--- config.mk ---
export PLATFORM = sky130hd
export DESIGN_NAME = frame_sweeper_flat
export DESIGN_NICKNAME = d
export VERILOG_FILES = /design/src/rtl/frame_sweeper_if.sv /design/src/rtl/frame_sweeper.sv /design/src/flat_wrapper.sv
export SDC_FILE = /design/constraint.sdc
export NUM_CORES = 1
export LEC_CHECK = 0
export CORE_MARGIN = 2
export CORE_UTILIZATION = 52
export CTS_CLUSTER_DIAMETER = 100
export DETAILED_ROUTE_END_ITERATION = 8
export MAX_ROUTING_LAYER = met4
export PLACE_DENSITY = 0.86
export SLEW_MARGIN = 20
export SYNTH_ARGS = -nofsm -noshare
export SYNTH_HDL_FRONTEND = slang
export SYNTH_SLANG_ARGS = --single-unit
--- constraint.sdc ---
create_clock -name clk -period 3.1 [get_ports clk]
set_input_delay 0.62 -clock clk [delete_from_list [all_inputs] [get_ports clk]]
set_output_delay 0.62 -clock clk [all_outputs]
set_load 0.005 [all_outputs]
--- src/rtl/frame_sweeper_if.sv ---
// Renderer / framebuffer bus between frame_sweeper (master) and its neighbours.
//   x, y        : sweep coordinate to the renderer
//   color_in    : renderer colour for the coordinate issued RENDER_LAT cycles earlier
//   plot*       : framebuffer write enable, coordinate and colour
//   frame_clk   : one-cycle pulse at the end of each completed sweep
//   busy        : sequencer is not idle
//   overrun     : sticky, a frame tick arrived while not idle
interface frame_sweeper_if;
   logic [7:0] x;
   logic [7:0] y;
   logic [2:0] color_in;
   logic       plot;
   logic [7:0] plot_x;
   logic [7:0] plot_y;
   logic [2:0] plot_color;
   logic       frame_clk;
   logic       busy;
   logic       overrun;

   modport master (
      output x, y, plot, plot_x, plot_y, plot_color, frame_clk, busy, overrun,
      input  color_in
   );

   modport slave (
      input  x, y, plot, plot_x, plot_y, plot_color, frame_clk, busy, overrun,
      output color_in
   );
endinterface

--- src/rtl/frame_sweeper.sv ---
// Raster sweep sequencer: on every frame tick walks all (x, y) through the
// renderer, writes each pixel to the framebuffer once the renderer latency has
// elapsed, and closes the sweep with a one-cycle frame_clk pulse.
// Ports:
//   clk   : system clock, rising edge
//   reset : synchronous, active-high
//   bus   : frame_sweeper_if.master (coordinates, colour in, plot port, status)
// Optional feature: define SWEEP_CLEAR_EN to add a post-reset clear pass that
// writes CLEAR_COLOR to every pixel before the first sweep.
module frame_sweeper #(
   parameter int unsigned SCREEN_W    = 160,
   parameter int unsigned SCREEN_H    = 120,
   parameter int unsigned RENDER_LAT  = 1,
   parameter int unsigned FRAME_DIV   = 833334,
   parameter logic [2:0]  CLEAR_COLOR = 3'b000
) (
   input  logic            clk,
   input  logic            reset,
   frame_sweeper_if.master bus
);

   localparam int unsigned TW = (FRAME_DIV > 1) ? $clog2(FRAME_DIV) : 1;

`ifdef SWEEP_CLEAR_EN
   typedef enum logic [2:0] {S_IDLE, S_SWEEP, S_DRAIN, S_DONE, S_CLEAR} state_t;
   localparam state_t RST_STATE = S_CLEAR;
`else
   typedef enum logic [2:0] {S_IDLE, S_SWEEP, S_DRAIN, S_DONE} state_t;
   localparam state_t RST_STATE = S_IDLE;
`endif

   state_t      state_q, state_d;
   logic [TW-1:0] timer_q;
   logic [7:0]  x_q, x_d, y_q, y_d;
   logic [2:0]  drain_q, drain_d;
   logic        ovr_q, ovr_d;

   // Coordinate delay line matching the renderer latency; index RENDER_LAT-1 is stage-out.
   logic [RENDER_LAT-1:0]      pv_q;
   logic [RENDER_LAT-1:0][7:0] px_q;
   logic [RENDER_LAT-1:0][7:0] py_q;

   logic tick, last_x, last_y, tick_overrun;

   assign tick   = (timer_q == TW'(FRAME_DIV - 1));
   assign last_x = (x_q == 8'(SCREEN_W - 1));
   assign last_y = (y_q == 8'(SCREEN_H - 1));

   // Any tick not consumed by IDLE is an overrun (the clear pass excepted).
`ifdef SWEEP_CLEAR_EN
   assign tick_overrun = tick && (state_q != S_IDLE) && (state_q != S_CLEAR);
`else
   assign tick_overrun = tick && (state_q != S_IDLE);
`endif

   // Next-state and datapath updates.
   always_comb begin
      state_d = state_q;
      x_d     = x_q;
      y_d     = y_q;
      drain_d = drain_q;
      ovr_d   = ovr_q | tick_overrun;
      case (state_q)
         S_IDLE: begin
            x_d     = 8'd0;
            y_d     = 8'd0;
            drain_d = 3'd0;
            if (tick) state_d = S_SWEEP;
         end
`ifdef SWEEP_CLEAR_EN
         S_CLEAR,
`endif
         S_SWEEP: begin
            // Raster advance; the last coordinate wraps both axes back to 0.
            if (last_x) begin
               x_d = 8'd0;
               if (last_y) begin
                  y_d     = 8'd0;
                  state_d = (state_q == S_SWEEP) ? S_DRAIN : S_IDLE;
               end else begin
                  y_d = y_q + 8'd1;
               end
            end else begin
               x_d = x_q + 8'd1;
            end
         end
         S_DRAIN: begin
            if (drain_q == 3'(RENDER_LAT - 1)) begin
               drain_d = 3'd0;
               state_d = S_DONE;
            end else begin
               drain_d = drain_q + 3'd1;
            end
         end
         S_DONE:  state_d = S_IDLE;
         default: state_d = S_IDLE;
      endcase
   end

   // State, timer and pipeline registers.
   always_ff @(posedge clk) begin
      if (reset) begin
         state_q <= RST_STATE;
         timer_q <= '0;
         x_q     <= 8'd0;
         y_q     <= 8'd0;
         drain_q <= 3'd0;
         ovr_q   <= 1'b0;
         pv_q    <= '0;
         px_q    <= '0;
         py_q    <= '0;
      end else begin
         state_q <= state_d;
         timer_q <= tick ? '0 : timer_q + TW'(1);
         x_q     <= x_d;
         y_q     <= y_d;
         drain_q <= drain_d;
         ovr_q   <= ovr_d;
         pv_q[0] <= (state_q == S_SWEEP);
         px_q[0] <= x_q;
         py_q[0] <= y_q;
         for (int i = 1; i < int'(RENDER_LAT); i++) begin
            pv_q[i] <= pv_q[i-1];
            px_q[i] <= px_q[i-1];
            py_q[i] <= py_q[i-1];
         end
      end
   end

   assign bus.x         = x_q;
   assign bus.y         = y_q;
   assign bus.frame_clk = (state_q == S_DONE);
   assign bus.busy      = (state_q != S_IDLE);
   assign bus.overrun   = ovr_q;

`ifdef SWEEP_CLEAR_EN
   // Clear pass writes coordinates straight from the sweep counters.
   logic in_clear;
   assign in_clear       = (state_q == S_CLEAR);
   assign bus.plot       = in_clear | pv_q[RENDER_LAT-1];
   assign bus.plot_x     = in_clear ? x_q : px_q[RENDER_LAT-1];
   assign bus.plot_y     = in_clear ? y_q : py_q[RENDER_LAT-1];
   assign bus.plot_color = in_clear ? CLEAR_COLOR :
                           (pv_q[RENDER_LAT-1] ? bus.color_in : 3'b000);
`else
   assign bus.plot       = pv_q[RENDER_LAT-1];
   assign bus.plot_x     = px_q[RENDER_LAT-1];
   assign bus.plot_y     = py_q[RENDER_LAT-1];
   // Colour is gated so the write port reads all-zero when no pixel is out.
   assign bus.plot_color = pv_q[RENDER_LAT-1] ? bus.color_in : 3'b000;
`endif

endmodule

--- src/flat_wrapper.sv ---
// flat-port wrapper written by rule: the top's interface ports become plain ports
module frame_sweeper_flat 
#(
   parameter int unsigned SCREEN_W    = 160,
   parameter int unsigned SCREEN_H    = 120,
   parameter int unsigned RENDER_LAT  = 1,
   parameter int unsigned FRAME_DIV   = 833334,
   parameter logic [2:0]  CLEAR_COLOR = 3'b000
)
  (clk, reset, bus_x, bus_y, bus_plot, bus_plot_x, bus_plot_y, bus_plot_color, bus_frame_clk, bus_busy, bus_overrun, bus_color_in);
  frame_sweeper_if bus_i ();
  input  logic clk;
  input  logic reset;
  output wire logic [$bits(bus_i.x)-1:0] bus_x;
  output wire logic [$bits(bus_i.y)-1:0] bus_y;
  output wire logic [$bits(bus_i.plot)-1:0] bus_plot;
  output wire logic [$bits(bus_i.plot_x)-1:0] bus_plot_x;
  output wire logic [$bits(bus_i.plot_y)-1:0] bus_plot_y;
  output wire logic [$bits(bus_i.plot_color)-1:0] bus_plot_color;
  output wire logic [$bits(bus_i.frame_clk)-1:0] bus_frame_clk;
  output wire logic [$bits(bus_i.busy)-1:0] bus_busy;
  output wire logic [$bits(bus_i.overrun)-1:0] bus_overrun;
  input wire logic [$bits(bus_i.color_in)-1:0] bus_color_in;
  assign bus_x = bus_i.x;
  assign bus_y = bus_i.y;
  assign bus_plot = bus_i.plot;
  assign bus_plot_x = bus_i.plot_x;
  assign bus_plot_y = bus_i.plot_y;
  assign bus_plot_color = bus_i.plot_color;
  assign bus_frame_clk = bus_i.frame_clk;
  assign bus_busy = bus_i.busy;
  assign bus_overrun = bus_i.overrun;
  assign bus_i.color_in = bus_color_in;
  frame_sweeper #(.SCREEN_W(SCREEN_W), .SCREEN_H(SCREEN_H), .RENDER_LAT(RENDER_LAT), .FRAME_DIV(FRAME_DIV), .CLEAR_COLOR(CLEAR_COLOR)) u_core (.clk(clk), .reset(reset), .bus(bus_i));
endmodule
## Yosys cells after proc, flatten, opt, wreduce, memory -nomap -nowiden

Index checks and enable logic that the tools add are counted.
Widths: inputs -> output; s select.

| word-level totals | value |
|---|---|
| register bits after elaboration | 60 |
| input port bits | 5 |
| output and inout bits | 39 |
| logic and storage cells | 46 |

| cells by class | value |
|---|---|
| add/sub/neg operators | 4 |
| eq/ne operators | 10 |
| mux-type cells | 13 |
| bitwise logic cells | 1 |
| reduce and logical (&&, ||, !) cells | 9 |

Operators with widths:

| operator | count |
|---|---|
| $pmux 8 s2 | 2 |
| $mux 8 | 3 |
| $add 20x1->20 const B | 1 |
| $eq 20x20->1 const B | 1 |
| $mux 3 | 6 |
| $add 8x1->8 const B | 2 |
| $pmux 3 s3 | 1 |
| $eq 8x7->1 const B | 1 |
| $eq 8x8->1 const B | 1 |
| $ne 2x1->1 const B | 4 |
| $eq 3x2->1 const B | 2 |
| $logic_not 3->1 | 2 |
| $pmux 3 s2 | 1 |
| $reduce_and 4->1 | 1 |
| $reduce_bool 2->1 | 2 |
| $add 3x1->3 const B | 1 |
| $eq 3x1->1 const B | 1 |
| $reduce_bool 3->1 | 1 |
| $reduce_and 2->1 | 1 |
| $reduce_or 2->1 | 1 |
| $logic_and 1x1->1 | 1 |
| $or 1x1->1 | 1 |

## Depth between registers and ports, before layout

Gate-level depths: netlist (run 1).

| logic depth | value |
|---|---|
| word-level depth | 4 |
| depth in mapped cells | 8 |
| gate-level depth less buffers | 7 |

## Worst setup path after synthesis (run 1)

No wires, ideal clock.

| timing path | value |
|---|---|
| path kind | register to register |
| start point | register u_core.x_q[0] (netlist: u_core.bus.x[0]) |
| end point | register u_core.state_q[0] |
| setup time | 123 ps |
| data arrival time | 2079 ps |
| required time | 2977 ps |
| slack | 898 ps |
| cell stages (with the launch flop) | 7 |
| path buffers | 0 |
| clock period less this slack | 2202 ps |
| cells stage by stage | dfxtp_1 > ha_1 > nand4_1 > nor4b_2 > nand2_1 > a222oi_1 > mux2_1 |

| on the way | value |
|---|---|
| longest elaborated chain between the ends | 3 |

RTL lines:

| element | line | RTL |
|---|---|---|
| start, declared | frame_sweeper.sv:34 | `logic [7:0] x_q, x_d, y_q, y_d;` |
| start signal, assigned | frame_sweeper.sv:105 | `x_q <= 8'd0;` |
| start signal, assigned | frame_sweeper.sv:115 | `x_q <= x_d;` |
| $eq 8x8->1 | frame_sweeper.sv:46 | `assign last_x = (x_q == 8'(SCREEN_W - 1));` |
| $ne 2x1->1 (no line) | -- |  |
| $reduce_and 4->1 (no line) | -- |  |
| end signal, assigned | frame_sweeper.sv:113 | `state_q <= state_d;` |
| end, declared | frame_sweeper.sv:32 | `state_t state_q, state_d;` |

No other way between the ends.
A chain may end at the register's enable or synchronous reset.

## Worst setup path after layout (run 1)

| timing path | value |
|---|---|
| start point | register u_core.state_q[1] |
| end point | output port bus_busy |

| on the way | value |
|---|---|
| longest elaborated chain between the ends | 1 |

RTL lines:

| element | line | RTL |
|---|---|---|
| $reduce_bool 3->1 | frame_sweeper.sv:133 | `assign bus.busy = (state_q != S_IDLE);` |
| end, declared | flat_wrapper.sv:21 | `output wire logic [$bits(bus_i.busy)-1:0] bus_busy;` |

No other way between the ends.

==> results of run 1 <==
layout make-up:
| type | count | area (um2) |
|---|---|---|
| Sequential cell | 59 | 1180 |
| Fill cell | 377 | 1450 |
| Inverter | 8 | 30.0 |
| Timing Repair Buffer | 46 | 453 |
| Clock buffer | 11 | 141 |
| Clock inverter | 5 | 100 |
| Tap cell | 54 | 67.6 |
| Multi-Input combinational cell | 202 | 1270 |
cells in the final DEF (no fill, tap or decap), types with 2 or more instances in the layout:
cell,Yosys,final
and2_1,3,3
inv_1,8,8
nor2_1,39,39
nand3_1,15,15
o22ai_1,2,2
clkinv_2,0,2
ha_1,11,11
xor2_1,15,15
nand2_1,18,18
buf_4,0,3
nor2b_1,17,17
a21oi_1,6,6
nand4_1,7,7
and4_1,2,2
and3_1,9,9
clkdlybuf4s50_1,0,43
a22o_1,4,4
xnor2_1,8,8
nor3b_1,2,2
o21ai_0,13,13
nor3_1,9,9
nand2b_1,5,5
dfxtp_1,59,59
bufinv_16,0,3
a31oi_1,2,2
nor4b_1,2,2
clkbuf_8,0,10
flip-flops by register name (all words and copies together), names as in the netlist, 2 cells and up:
register	cells
u_core.state_q	2
u_core.bus.plot_y	8
u_core.bus.plot_x	8
u_core.timer_q	20
u_core.bus.x	8
u_core.bus.y	8
u_core.drain_q	3
where the power goes:
group | switching, W | internal (W) | total [W]
Combinational | 0.0000937 | 0.0000662 | 0.000160
Clock | 0.000293 | 0.000553 | 0.000846
Sequential | 0.0000149 | 0.000772 | 0.000786
cells by family after synthesis:
kind of cell | count (synthesis) | share of synthesized area [%]
AOI/OAI and AO/OA | 30 | 7.36
xor gates and xnor gates | 23 | 8.01
adders and majority gates | 11 | 5.47
buffers and inverters | 18 | 2.69
DFF | 59 | 46.9
muxes | 2 | 0.845
and+or+nand+nor | 136 | 28.7
metal layers:
layer / up-vias / track usage (%) / wire length [um]
met4: 0 / 10.9 / 59
met2: 59 / 30.1 / 2410
met5: - / - / 0
met1: 953 / 26.2 / 2390
li1: 1053 / - / -
met3: 5 / 6.31 / 285
per-stage QoR:
| step | instances | hold slack (ps) |
|---|---|---|
| after floorplan | 279 | 441 |
| after global placement | 369 | 458 |
| after detailed placement | 369 | 473 |
| after CTS | 385 | 500 |
| after global routing | 385 | 523 |
| final | 385 | 495 |
worst register-to-register path: stages (launching register included):
cell and delay, ps:
dfxtp_1 400, ha_1 240, nand2_1 70, nor4b_1 630, nand2_1 140, a222oi_1 450, mux2_1 380
worst max path at each step:
stage / cells past startpoint / to / slack, ps
global placement: 3 / bus_plot_color[0] / 810
CTS: 4 / bus_busy / 650
finish: 4 / bus_busy / 660
global route: 6 / u_core.state_q[0] / 490
detailed placement: 6 / u_core.state_q[0] / 760
floorplan: 6 / u_core.state_q[0] / 900
==> impl_metrics.tcl, run 1 <==
set metrics [dict create \
    fmax_ghz 0.409 \
    io_pins 44 \
    die_y_um 73.6 \
    area_growth_pct 28.8 \
    syn_avg_cell_area_um2 9.02 \
    yosysMostFrequentCell "dfxtp_1" \
    clkSinkCount 59 \
    synth.yosys.seq_area_share_pct 46.9 \
    period_share_pct 78.9 \
    rows 25 \
    slew_headroom_pct 53.0 \
    cp_slowest_stage_delay_ps 520 \
    path_class "reg2out" \
    tightest_slew_ps 695 \
    drt_iter0_markers 141 \
    crit_chain "inv_1, ha_1, inv_1, clkdlybuf4s50_1" \
    fin_area_mm2 0.00324 \
    yosysWarnings 0 \
    tns_ps 0 \
    fin_ws_ps 655 \
    cpMaxStageDelayCell "clkdlybuf4s50_1" \
    min_path_cells 1 \
    cp_top_family "buffers and inverters" \
    grtUsageTotal_pct 20.8 \
    r2r-end "u_core.state_q[0]" \
    ys_ff_latch 59 \
    cts_max_level 3 \
    synth_top_area_share_pct 46.9 \
    crit_path_frequent_cell "inv_1" \
    syn_area_mm2 0.00252 \
    hp-class "reg2reg" \
    drt_first_pass_iters 4 \
    cp-end-kind "primary output" \
    placed_area_mm2 0.00300 \
    utilization_pct 69.1 \
    synth_flop_cell "dfxtp_1" \
    status "finished clean" \
    worstPathArrival_ps 1820 \
    drc_errors 0 \
    cp.required_ps 2480 \
    power.density_mw_per_mm2 553 \
    cts_tree "yes" \
    total_power_w 0.00179 \
    grt_pass1_wl_mm 8.29 \
    grt_max_degree 21 \
    layout-drive-gt1-share_pct 6.65 \
    synth_edf_count 0 \
    post_cts_buffers 0 \
    diodes 0 \
    holdPathEnd "u_core.timer_q[0]" \
    clock_latency_ps 340 \
    clk_pin_slew_worst_paths_ps 60 \
    dr_total_vias 2070 \
    path_max_fanout 9 \
    vias_per_cell 5.38 \
    critical_path_buf_inv_count 3 \
    slew_violations 0 \
    core_mm2 0.00469 \
    gp_congestion 0.793 \
    post-route-min-period_ps 2440 \
    synth-async-reset-ratio_pct 0 \
    hold_start "u_core.timer_q[0]" \
    synth_top_cells_by_count "dfxtp_1 (59), nor2_1 (39), nand2_1 (18)" \
    postRouteAntennaNets 0 \
    cts.path.max_buffers 2 \
    maxCapViolCount 0 \
    syn_nets 295 \
    grt_overflow 0 \
    r2r.worst_path.cells 6 \
    r2r_slack_ps 670 \
    rr_startpoint "u_core.bus.y[0]" \
    peakVddDrop_mv 0.349 \
    setup_viol 0 \
    postCtsHoldBufs 0 \
    first_global_vias 1829 \
    clk_root_buffer_cell "clkbuf_8" \
    numPortBuffers 43 \
    antenna_found_initial 0 \
    dp_slack_ps 763 \
    ctsResizeCount 0 \
    final-hold-violation-count 0 \
    synthCells 279 \
    wl_per_cell_um 13.4 \
    cts_made_buffers 9 \
    fin_skew_ps 6.78 \
    ys_types 36 \
    nets 342 \
    start_kind "flip-flop" \
    hpwl_mm 3.52 \
    leakage_nw 1.24 \
    die_width_um 73.6 \
    start_util_pct 53.6 \
    ys_top_cells_by_area "dfxtp_1 (47%), nor2_1 (5.8%), ha_1 (5.5%)" \
    wl_mm 5.14 \
    synth_largest_area_cell "dfxtp_1" \
    rsz0062_at_grt "false" \
    dieArea_mm2 0.00541 \
    crit_path_start "u_core.state_q[1]" \
]
Power figures use the tool's default switching activity.
==> inputs of run 2 (changes only) <==
--- a/config.mk
+++ b/config.mk
@@ -6,11 +6,11 @@
 export NUM_CORES = 1
 export LEC_CHECK = 0
 export CORE_MARGIN = 2
-export CORE_UTILIZATION = 52
+export CORE_UTILIZATION = 47
 export CTS_CLUSTER_DIAMETER = 100
 export DETAILED_ROUTE_END_ITERATION = 8
 export MAX_ROUTING_LAYER = met4
-export PLACE_DENSITY = 0.86
+export PLACE_DENSITY = 0.82
 export SLEW_MARGIN = 20
 export SYNTH_ARGS = -nofsm -noshare
 export SYNTH_HDL_FRONTEND = slang
==> constraint.sdc (replaced) <==
create_clock -name clk -period 2.2 [get_ports clk]
set_input_delay 0.44 -clock clk [delete_from_list [all_inputs] [get_ports clk]]
set_output_delay 0.44 -clock clk [all_outputs]
set_load 0.005 [all_outputs]
==> impl_metrics.tcl, run 2 (synthesis gave the netlist of run 1 again) <==
set metrics [dict create \
    hp-class "reg2reg" \
    path_class "reg2out" \
    whs_ps 482 \
    rr_startpoint "u_core.timer_q[17]" \
    postRouteAntennaNets 0 \
    diodes 0 \
    cp.required_ps 1760 \
    power.density_mw_per_mm2 671 \
    multi_input_area_mm2 0.00129 \
    path_max_fanout 9 \
    crit_path_start "u_core.state_q[1]" \
    final_common_cell "dfxtp_1" \
    area.sequential_mm2 0.00118 \
    hpwl_mm 3.74 \
    fin_area_mm2 0.00331 \
    drc_errors 0 \
    final-hold-violation-count 0 \
    cp-end-kind "primary output" \
    layout-drive-gt1-share_pct 10.8 \
    area_growth_pct 31.7 \
    post_cts_buffers 0 \
    gp_congestion 0.856 \
    first_global_vias 2107 \
    slew_violations 0 \
    io_pins 44 \
    nets 355 \
    dieArea_mm2 0.00595 \
    grt_max_degree 24 \
    dr_total_vias 2173 \
    grt_pass1_wl_mm 9.15 \
    maxCapViolCount 0 \
    leakage_nw 1.28 \
    cts.path.max_buffers 2 \
    start_util_pct 49.0 \
    cts_tree "yes" \
    rows 26 \
    slew_headroom_pct 55.1 \
    utilization_pct 64.5 \
    fmax_ghz 0.475 \
    die_y_um 77.2 \
    largest_reg_flops 20 \
    placed_area_mm2 0.00313 \
    clock_latency_ps 330 \
    clkSinkCount 59 \
    grt_overflow 0 \
    vias_per_cell 5.25 \
    hold_start "u_core.bus.overrun" \
    post-route-min-period_ps 2110 \
    cts_max_level 3 \
    tightest_slew_ps 668 \
    start_kind "flip-flop" \
    drt_first_pass_iters 4 \
    final_cell_mix "dfxtp_1 (58), clkdlybuf4s50_1 (43), nor2_1 (39), nand2_1 (18), nor2b_1 (17)" \
    status "finished clean" \
    wl_mm 5.39 \
    regMostFlops "u_core.timer_q" \
    rsz0062_at_grt "true" \
    cts_made_buffers 9 \
    clk_root_buffer_cell "clkbuf_8" \
    n_fill_cell 450 \
    tns_ps 0 \
    peakVddDrop_mv 0.497 \
    fin_skew_ps 9.14 \
    clk_pin_slew_worst_paths_ps 60 \
    worstPathArrival_ps 1670 \
    numPortBuffers 43 \
    wl_per_cell_um 13.0 \
    period_share_pct 95.7 \
    die_width_um 77.2 \
    antenna_found_initial 0 \
    grtUsageTotal_pct 19.7 \
    drt_iter0_markers 61 \
    core_mm2 0.00514 \
    setup_viol 0 \
]
## run 2: changes by cell type in the layout (fill, tap and decap cells not counted)
cell / change
buf_4: +13
bufinv_16: -3
clkbuf_1: +2
nor4b_1: -2
clkbuf_8: +1
dfxtp_1: -1
dfxtp_2: +1
ha_1: -1
ha_2: +1
nor4b_2: +1
nor4b_4: +1
## run 2: final cells by class
type / count / share of cell area (%)
Clock buffer: 14 / 4.91
Clock inverter: 2 / 0.302
Inverter: 8 / 0.906
Tap cell: 70 / 2.64
Sequential cell: 59 / 35.7
Multi-Input combinational cell: 202 / 39.0
Timing Repair Buffer: 59 / 16.6
## run 2: through the flow
stage,total power (W),setup slack [ps],cells
final,0.00222,94.4,414
after CTS,0.00224,29.8,414
after global placement,0.00138,117,398
after global routing,0.00232,-34.2,414
after floorplan,0.00127,58.9,279
after detailed placement,0.00138,41.5,398
## run 2: critical path: stages (launching register included)
cell             delay (ps)
dfxtp_1                 400
inv_1                    90
ha_2                    230
inv_1                   110
clkdlybuf4s50_1         510
## run 2: where the power goes
part	switching, W	leakage (nW)	internal [W]
clock	0.000392	0.0905	0.000468
combinational	0.000140	0.712	0.000119
sequential	0.0000177	0.476	0.00109
## run 2: final timing paths
kind	cells after the start	slack, ps	end
setup / recovery	4	90	bus_busy
hold / removal	1	480	u_core.bus.overrun
setup reg to reg	5	110	u_core.state_q[0]
hold reg to reg	1	480	u_core.bus.overrun
## run 2: timing repair
action | 4_1_cts | 5_1_grt
endpoints found under the setup margin | 1 | 3
hold buffers | 0 | 0
pin swaps | 0 | 4
resized for setup | 1 | 3
## run 2: per-layer routing
layer  routed length (um)  share of wire (%)  track usage [%]  vias to the layer above
li1                     -                  -                -                     1069
met1                 2450                 45             22.7                     1027
met2                 2560                 47             31.7                       68
met3                  275                5.1             4.00                        9
met4                  106                2.0             11.8                        0
met5                    0                  0                -                        -
==> inputs of run 3 (changes only) <==
--- a/config.mk
+++ b/config.mk
@@ -5,12 +5,14 @@
 export SDC_FILE = /design/constraint.sdc
 export NUM_CORES = 1
 export LEC_CHECK = 0
+export CELL_PAD_IN_SITES_DETAIL_PLACEMENT = 0
+export CELL_PAD_IN_SITES_GLOBAL_PLACEMENT = 1
 export CORE_MARGIN = 2
-export CORE_UTILIZATION = 47
+export CORE_UTILIZATION = 35
 export CTS_CLUSTER_DIAMETER = 100
 export DETAILED_ROUTE_END_ITERATION = 8
 export MAX_ROUTING_LAYER = met4
-export PLACE_DENSITY = 0.82
+export PLACE_DENSITY = 0.81
 export SLEW_MARGIN = 20
 export SYNTH_ARGS = -nofsm -noshare
 export SYNTH_HDL_FRONTEND = slang
==> impl_metrics.tcl, run 3 (synthesis gave the netlist of run 1 again) <==
set metrics [dict create \
    grt_overflow 0 \
    cpMaxStageDelayCell "or4_4" \
    cp.required_ps 2430 \
    nets 362 \
    clk_root_buffer_cell "clkbuf_8" \
    hp-class "reg2reg" \
    clock_latency_ps 340 \
    n_fill_cell 674 \
    slew_headroom_pct 54.3 \
    clockPowerShare_pct 37.3 \
    cp_slowest_stage_delay_ps 440 \
    peakVddDrop_mv 0.267 \
    leakage_nw 1.30 \
    maxCapViolCount 0 \
    fin_skew_ps 8.46 \
    combPwrFrac_pct 12.1 \
    cp_top_family "simple AND/OR/NAND/NOR gates" \
    r2r-end "u_core.state_q[0]" \
    grtUsageMet1_pct 19.8 \
    cts_max_level 3 \
    crit_path_start "u_core.timer_q[14]" \
    hpwl_mm 3.75 \
    rows 30 \
    start_kind "flip-flop" \
    period_share_pct 94.9 \
    p_seq_share_pct 50.6 \
    grt_busiest_layer "met2" \
    dr_total_vias 2068 \
    r2r_slack_ps 110 \
    start_util_pct 36.6 \
    grt_max_degree 21 \
    tns_ps 0 \
    path_max_fanout 3 \
    core_mm2 0.00687 \
    layoutNonFillerInstCount 446 \
    numPortBuffers 43 \
    clkSinkCount 59 \
    status "finished clean" \
    die_width_um 88.8 \
    grtUsageMet3_pct 4.66 \
    vias_per_cell 4.64 \
    fin_area_mm2 0.00339 \
    grtUsageTotal_pct 15.4 \
    path_class "reg2reg" \
    drt_first_pass_iters 4 \
    cts_made_buffers 9 \
    antenna_found_initial 0 \
    diodes 0 \
    final_cell_mix "dfxtp_1 (55), clkdlybuf4s50_1 (43), nor2_1 (39), buf_4 (23), nand2_1 (18)" \
    regMostFlops "u_core.timer_q" \
    rsz0062_at_grt "true" \
    cp.depth 5 \
    io_pins 44 \
    r2r.worst_path.cells 5 \
    final-hold-violation-count 0 \
    drt_iter0_markers 87 \
    final_common_cell "dfxtp_1" \
    critical_path_buf_inv_count 0 \
    largest_reg_flops 20 \
    power.density_mw_per_mm2 643 \
    area_growth_pct 34.8 \
    setup_viol 0 \
    postRouteAntennaNets 0 \
    intPower_w 0.00161 \
    rr_startpoint "u_core.timer_q[14]" \
    met2_usage_pct 22.4 \
    cts_tree "yes" \
    cp-end-kind "flip-flop" \
    switching_share_pct 26.3 \
    post-route-min-period_ps 2090 \
    crit_chain "nor4b_2, nand4_1, or4_4, a222oi_1, mux2_1" \
    drc_errors 0 \
    endpoint "u_core.state_q[0]" \
    tightest_slew_ps 681 \
    whs_ps 476 \
    gp_congestion 0.815 \
    clk_pin_slew_worst_paths_ps 70 \
    layout-drive-gt1-share_pct 14.0 \
    dieArea_mm2 0.00788 \
    fmax_ghz 0.479 \
    wl_mm 5.23 \
    first_global_vias 2018 \
    die_y_um 88.8 \
    worstPathArrival_ps 2310 \
    placed_area_mm2 0.00320 \
    cts.path.max_buffers 2 \
    dp.cells 429 \
    grt_pass1_wl_mm 9.16 \
    wl_per_cell_um 11.7 \
    p_sw_w 0.000573 \
    slew_violations 0 \
]
==> run 3: changes by cell type in the layout (fill, tap and decap cells not counted) <==
cell	change
clkinvlp_4	+1
dfxtp_1	-3
clkinv_2	+1
clkinv_4	+1
buf_4	+7
ha_2	+1
dfxtp_2	+3
clkbuf_1	-2
clkbuf_8	-2
ha_1	-1
==> run 3: what timing repair did <==
item | in CTS | in global routing
hold buffers | 0 | 0
endpoints found under the setup margin | 0 | 2
buffers inserted | 0 | 2
resized for setup | 0 | 8
==> run 3: through the flow <==
| stage | total power, W | util [%] | setup slack (ps) |
|---|---|---|---|
| after floorplan | 0.00127 | - | 58.9 |
| after global placement | 0.00139 | 46.5 | 132 |
| after detailed placement | 0.00139 | 46.5 | 72.3 |
| after CTS | 0.00221 | 48.8 | 72.0 |
| after global routing | 0.00229 | 49.4 | -67.4 |
| final | 0.00218 | 49.4 | 112 |
==> run 3: layer usage <==
metal	routed length [um]	vias to the layer above
met5	0	-
met4	94	0
met1	2560	933
met2	2360	38
li1	-	1087
met3	212	10
==> run 3: how the worst min path moves through the flow <==
stage                 startpoint                 to  slack (ps)  cells after the start
2_1_floorplan  u_core.timer_q[0]  u_core.timer_q[0]         440                      1
3_3_place_gp   u_core.timer_q[0]  u_core.timer_q[0]         460                      1
3_5_place_dp   u_core.timer_q[0]  u_core.timer_q[0]         470                      1
4_1_cts        u_core.timer_q[0]  u_core.timer_q[0]         490                      1
5_1_grt          u_core.bus.y[0]    u_core.bus.y[0]         510                      1
6_report       u_core.timer_q[0]  u_core.timer_q[0]         480                      1
==> run 3: final cells by class <==
cell class / count / area, um2 / share of cell area [%]
Inverter: 8 / 30.0 / 0.885
Clock inverter: 5 / 31.3 / 0.922
Timing Repair Buffer: 66 / 603 / 17.8
Sequential cell: 59 / 1190 / 35.0
Clock buffer: 10 / 128 / 3.76
Multi-Input combinational cell: 202 / 1290 / 38.1
Tap cell: 96 / 120 / 3.54
==> run 3: power groups by stage <==
stage               clock [W]  sequential (W)  combinational, W
global route         0.000884         0.00111          0.000297
CTS                  0.000843         0.00110          0.000268
detailed placement          0         0.00113          0.000266
finish               0.000815         0.00110          0.000264
global placement            0         0.00113          0.000263
floorplan                   0         0.00113          0.000145
